`src/rtl/gpio_cfg_loader.sv`:
```
// Serial pad-configuration loader: stores one control word per pad and
// shifts the whole chain out MSB first, then strobes serial_load.
module gpio_cfg_loader #(
  parameter int NO_PAD = 38,
  parameter int PAD_CTRL_BITS = 13,
  parameter logic [PAD_CTRL_BITS-1:0] PAD_CTRL_DEFAULT = 13'h1800
) (
  input  logic                     serial_clock,
  input  logic                     resetn,
  input  logic                     cfg_we,
  input  logic [5:0]               cfg_addr,
  input  logic [PAD_CTRL_BITS-1:0] cfg_wdata,
  input  logic [NO_PAD-1:0]        skip_mask,
  input  logic                     start,
  output logic                     busy,
  output logic                     done,
  output logic                     shift_enb,
  output logic                     serial_data_out,
  output logic                     serial_load
);

  localparam logic [5:0] LAST = 6'(NO_PAD - 1);
  localparam logic [3:0] MSB  = 4'(PAD_CTRL_BITS - 1);
  localparam logic [3:0] MSB2 = 4'(PAD_CTRL_BITS - 2);

  typedef enum logic [1:0] {IDLE, SHIFT, LOAD} state_e;

  state_e state_q, state_d;
  logic [PAD_CTRL_BITS-1:0] mem_q [NO_PAD];
  logic [NO_PAD-1:0] mask_q, mask_d;
  logic [5:0] pad_q, pad_d, pad_m1;
  logic [3:0] bit_q, bit_d;
  logic busy_q, busy_d;
  logic done_q, done_d;
  logic shift_q, shift_d;
  logic sdo_q, sdo_d;
  logic load_q, load_d;
  logic [PAD_CTRL_BITS-1:0] word_d;

  assign pad_m1 = pad_q - 6'd1;

  always_comb begin
    state_d = state_q;
    mask_d  = mask_q;
    pad_d   = pad_q;
    bit_d   = bit_q;
    busy_d  = busy_q;
    done_d  = 1'b0;
    shift_d = shift_q;
    load_d  = 1'b0;
    unique case (state_q)
      IDLE: begin
        busy_d  = 1'b0;
        shift_d = 1'b0;
        if (start) begin
          state_d = SHIFT;
          mask_d  = skip_mask;
          pad_d   = LAST;
          bit_d   = skip_mask[LAST] ? MSB2 : MSB;
          busy_d  = 1'b1;
          shift_d = 1'b1;
        end
      end
      SHIFT: begin
        if (bit_q != 4'd0) begin
          bit_d = bit_q - 4'd1;
        end else if (pad_q == 6'd0) begin
          state_d = LOAD;
          shift_d = 1'b0;
          load_d  = 1'b1;
        end else begin
          pad_d = pad_m1;
          bit_d = mask_q[pad_m1] ? MSB2 : MSB;
        end
      end
      LOAD: begin
        state_d = IDLE;
        busy_d  = 1'b0;
        done_d  = 1'b1;
        shift_d = 1'b0;
      end
      default: begin
        state_d = IDLE;
        busy_d  = 1'b0;
        shift_d = 1'b0;
      end
    endcase
  end

  // Data bit is fetched from the next-state pointers so it is registered
  // alongside shift_enb.
  assign word_d = mem_q[pad_d];
  assign sdo_d  = shift_d & word_d[bit_d];

  always_ff @(posedge serial_clock or negedge resetn) begin
    if (!resetn) begin
      state_q <= IDLE;
      mask_q  <= '0;
      pad_q   <= '0;
      bit_q   <= '0;
      busy_q  <= 1'b0;
      done_q  <= 1'b0;
      shift_q <= 1'b0;
      sdo_q   <= 1'b0;
      load_q  <= 1'b0;
    end else begin
      state_q <= state_d;
      mask_q  <= mask_d;
      pad_q   <= pad_d;
      bit_q   <= bit_d;
      busy_q  <= busy_d;
      done_q  <= done_d;
      shift_q <= shift_d;
      sdo_q   <= sdo_d;
      load_q  <= load_d;
    end
  end

  always_ff @(posedge serial_clock or negedge resetn) begin
    if (!resetn) begin
      for (int i = 0; i < NO_PAD; i++) mem_q[i] <= PAD_CTRL_DEFAULT;
    end else if (cfg_we && !busy_q && cfg_addr <= LAST) begin
      mem_q[cfg_addr] <= cfg_wdata;
    end
  end

  assign busy            = busy_q;
  assign done            = done_q;
  assign shift_enb       = shift_q;
  assign serial_data_out = sdo_q;
  assign serial_load     = load_q;

endmodule

```
`config.mk`:
```
export PLATFORM = sky130hd
export DESIGN_NAME = gpio_cfg_loader
export DESIGN_NICKNAME = d
export VERILOG_FILES = /design/src/rtl/gpio_cfg_loader.sv
export SDC_FILE = /design/constraint.sdc
export NUM_CORES = 1
export LEC_CHECK = 0
export CAP_MARGIN = 0
export CELL_PAD_IN_SITES_DETAIL_PLACEMENT = 1
export CELL_PAD_IN_SITES_GLOBAL_PLACEMENT = 2
export CORE_MARGIN = 4
export CORE_UTILIZATION = 37
export CTS_CLUSTER_SIZE = 16
export DETAILED_ROUTE_END_ITERATION = 6
export HOLD_SLACK_MARGIN = 0.08
export MAX_ROUTING_LAYER = met4
export PLACE_DENSITY = 0.83
export SLEW_MARGIN = 0
export SYNTH_ARGS = -nofsm -noshare
export SYNTH_HDL_FRONTEND = slang
export SYNTH_SLANG_ARGS = --single-unit
```
`constraint.sdc`:
```
create_clock -name serial_clock -period 11 [get_ports serial_clock]
set_clock_uncertainty 0.15 [all_clocks]
set_input_delay 2.75 -clock serial_clock [delete_from_list [all_inputs] [get_ports serial_clock]]
set_output_delay 2.75 -clock serial_clock [all_outputs]
set_load 0.005 [all_outputs]
```
==> run_results.csv <==
group,metric,value,unit
flow_run,cap_violations,0,
placed_design,dp_hpwl,55500,um
timing,maxSlewViolCount,0,
drt,antenna_left,0,
timing,period_share,0.658,
worst_hold_path,worstHoldPathType,"reg -> reg",
pwr,p_leak,0.0141,uW
clock_tree,clock_path_buffers,3,
synth,yosys.cell_types.count,81,
cells_and_area,multi_input_area,12100,um^2
clock_tree,ctsResizeCount,0,
synth,synthCells,2342,
synth,syn-mean-instance-area,11.4,um^2
die,initial_utilization,0.374,
synth,ys.flop_type,"dfrtp_1",
synth,synthArstFlopShare,1.00,
setup_path,arrival,7.63,ns
setup_path,critPathMaxFanout,54,
drt,vias,19358,
die,ios,66,
drt,wl_per_cell,26.8,um
cells_and_area,fill_cells,7617,
setup_path,worstSetupPathType,"in -> reg",
clock_tree,worstSkewPairLatency,0.63,ns
setup_path,r2r_slack,5.35,ns
die,die_area,76800,um^2
setup_path,end_kind,"register",
setup_path,rr_startpoint,"pad_q[0]",
timing,hold_violations,0,
drt,drt-pass1-iter-count,5,
setup_path,start_kind,"input pin",
worst_hold_path,worstHoldStart,"mask_q[12]",
synth,synth.area.top_cells,"dfrtp_1 (44%), mux2_2 (21%), dfstp_2 (7.5%)",
cells_and_area,layout-drive-gt1-share,0.316,
synth,synth_fp_nets,2406,
clock_tree,cts_tree,"yes",
clock_tree,cts_hold_buf,0,
grt,grt_max_degree,184,
die,die_y,277,um
placed_design,place.gp.congestion,0.895,
drt,drt_iter0_drc,1491,
synth,ys_seq_elements,549,
worst_hold_path,hold-path-cell-count,2,
worst_hold_path,hold_end,"mask_q[12]",
timing,slew-limit-headroom,0.205,
pwr,vdd_ir_drop_max,0.000202,V
setup_path,startpoint,"start",
pwr,power,7190,uW
synth,synth_top_area_cell,"dfrtp_1",
cells_and_area,final_nets,2384,
setup_path,timing.rr.end,"serial_data_out",
clock_tree,cts.sinks,549,
synth,ys_seq_area_frac,0.516,
die,core.rowCount,98,
timing,whs,0.325,ns
timing,period_needed,7.24,ns
setup_path,reg2reg_depth,13,
grt,antenna_found_initial,1,
synth,yosysWarnings,0,
grt,grt_overflow,0,
cells_and_area,final_cell_mix,"mux2_2 (500), dfrtp_1 (473), nand2_1 (392), mux2i_1 (149)",
grt,grt_use_total,0.234,
synth,synth_top_area_share,0.442,
drt,wirelength,89200,um
die,fp.dieW,277,um
timing,max_freq,138,MHz
timing,fin_setup_tns,0,ns
timing,worst_slew_pin_slew,1.19,ns
synth,syn_area,26800,um^2
cells_and_area,mostFrequentLayoutCell,"mux2_2",
clock_tree,clk_pin_slew,0.07,ns
drt,drcViolationCount,0,
clock_tree,htree_num_levels,2,
setup_path,critPathRequiredTime,11.39,ns
synth,synth_edf_count,0,
placed_design,port-buffer-count,65,
timing,setup_violations,0,
drt,vias_per_cell,5.83,
die,fp.coreArea,71600,um^2
clock_tree,cts-root-buf,"clkbuf_16",
pwr,powerDensity,237,nW/um^2
clock_tree,numCtsBuffers,59,
timing,rsz0062_at_grt,"false",
cells_and_area,seq_area,13800,um^2
grt,grt_pass1_vias,20777,
grt,grt_pass1_wl,135000,um
clock_tree,cts_setup_buffers,0,
run_status,status,"complete, no violations",
cells_and_area,areaGrowthSynthToFinish,13.1,%
## flip-flops by register name, indices dropped and copies added (netlist names)
register and flops:
mem_q 494, mask_q 38, pad_q 6, bit_q 4
state_q 2, busy 1, done 1, serial_data_out 1
serial_load 1, shift_enb 1
## metrics by stage
stage | area, um^2 | util | setup WS [ns] | std cells
4_1_cts | 30300 | 0.423 | 3.82 | 3321
3_5_place_dp | 28300 | 0.395 | 3.15 | 3209
5_1_grt | 30300 | 0.423 | 3.51 | 3322
2_1_floorplan | 26800 | - | 5.32 | 2342
3_3_place_gp | 28300 | 0.395 | 3.29 | 3209
6_report | 30300 | 0.423 | 3.76 | 3323
## worst max-delay path by stage
| stage | endpoint | slack, ns | cells past startpoint |
|---|---|---|---|
| 2_1_floorplan | serial_data_out | 5.32 | 13 |
| 5_1_grt | serial_data_out | 3.51 | 14 |
| 3_3_place_gp | serial_data_out | 3.29 | 13 |
| 3_5_place_dp | serial_data_out | 3.15 | 14 |
| 6_report | serial_data_out | 3.76 | 14 |
| 4_1_cts | serial_data_out | 3.82 | 14 |
## kinds of logic after synthesis
| logic type | share of synthesized area |
|---|---|
| mux | 0.268 |
| simple gates | 0.103 |
| flops | 0.516 |
| compound gates | 0.0756 |
| buf+inv | 0.0337 |
| xor+xnor | 0.00229 |
| fa+ha+maj | 0.00140 |
## final cells by class
cell class                 instances  share of cell area
sequential                       549               0.456
multi-input combinational       1578               0.399
clock buffer                      90              0.0582
tap                              950              0.0392
timing repair buffer             112              0.0349
clock inverter                    22             0.00924
inverter                          20             0.00272
antenna                            2            0.000165
## power breakdown
group	switching [uW]	internal (uW)	total (uW)
Sequential	175	2300	2480
Combinational	1780	836	2610
Clock	853	1240	2100
Total	2810	4380	7190
## critical path, cell delays in order
cell,delay (ns)
clkdlybuf4s50_1,0.61
or3b_2,0.47
buf_4,0.33
o211a_1,0.25
a21oi_4,0.11
buf_4,0.45
inv_2,0.52
nor2_1,0.87
o21ai_0,0.24
a21oi_1,0.18
a221oi_1,0.09
a31oi_1,0.25
a221oi_1,0.12
a311oi_1,0.32
## synthesized netlist by cell type, types with 13 or more instances
cell type,count
nand3_1,68
buf_2,58
nor2_1,59
dfrtp_1,473
a211oi_1,19
a21oi_1,76
a221oi_1,13
clkbuf_1,101
a31oi_1,28
nor3_1,24
mux2i_1,149
buf_1,32
o21ai_0,28
inv_1,15
dfstp_2,76
a22oi_1,27
nand4_1,15
mux2_2,500
nand2_1,392
## metal layers
metal,share of wire,GRT usage,vias up
li1,-,-,8311
met1,0.44,0.308,10330
met2,0.47,0.367,553
met3,0.055,0.0406,164
met4,0.036,0.0832,0
met5,0,-,-
No activity file was read; power rests on OpenSTA's default activity.
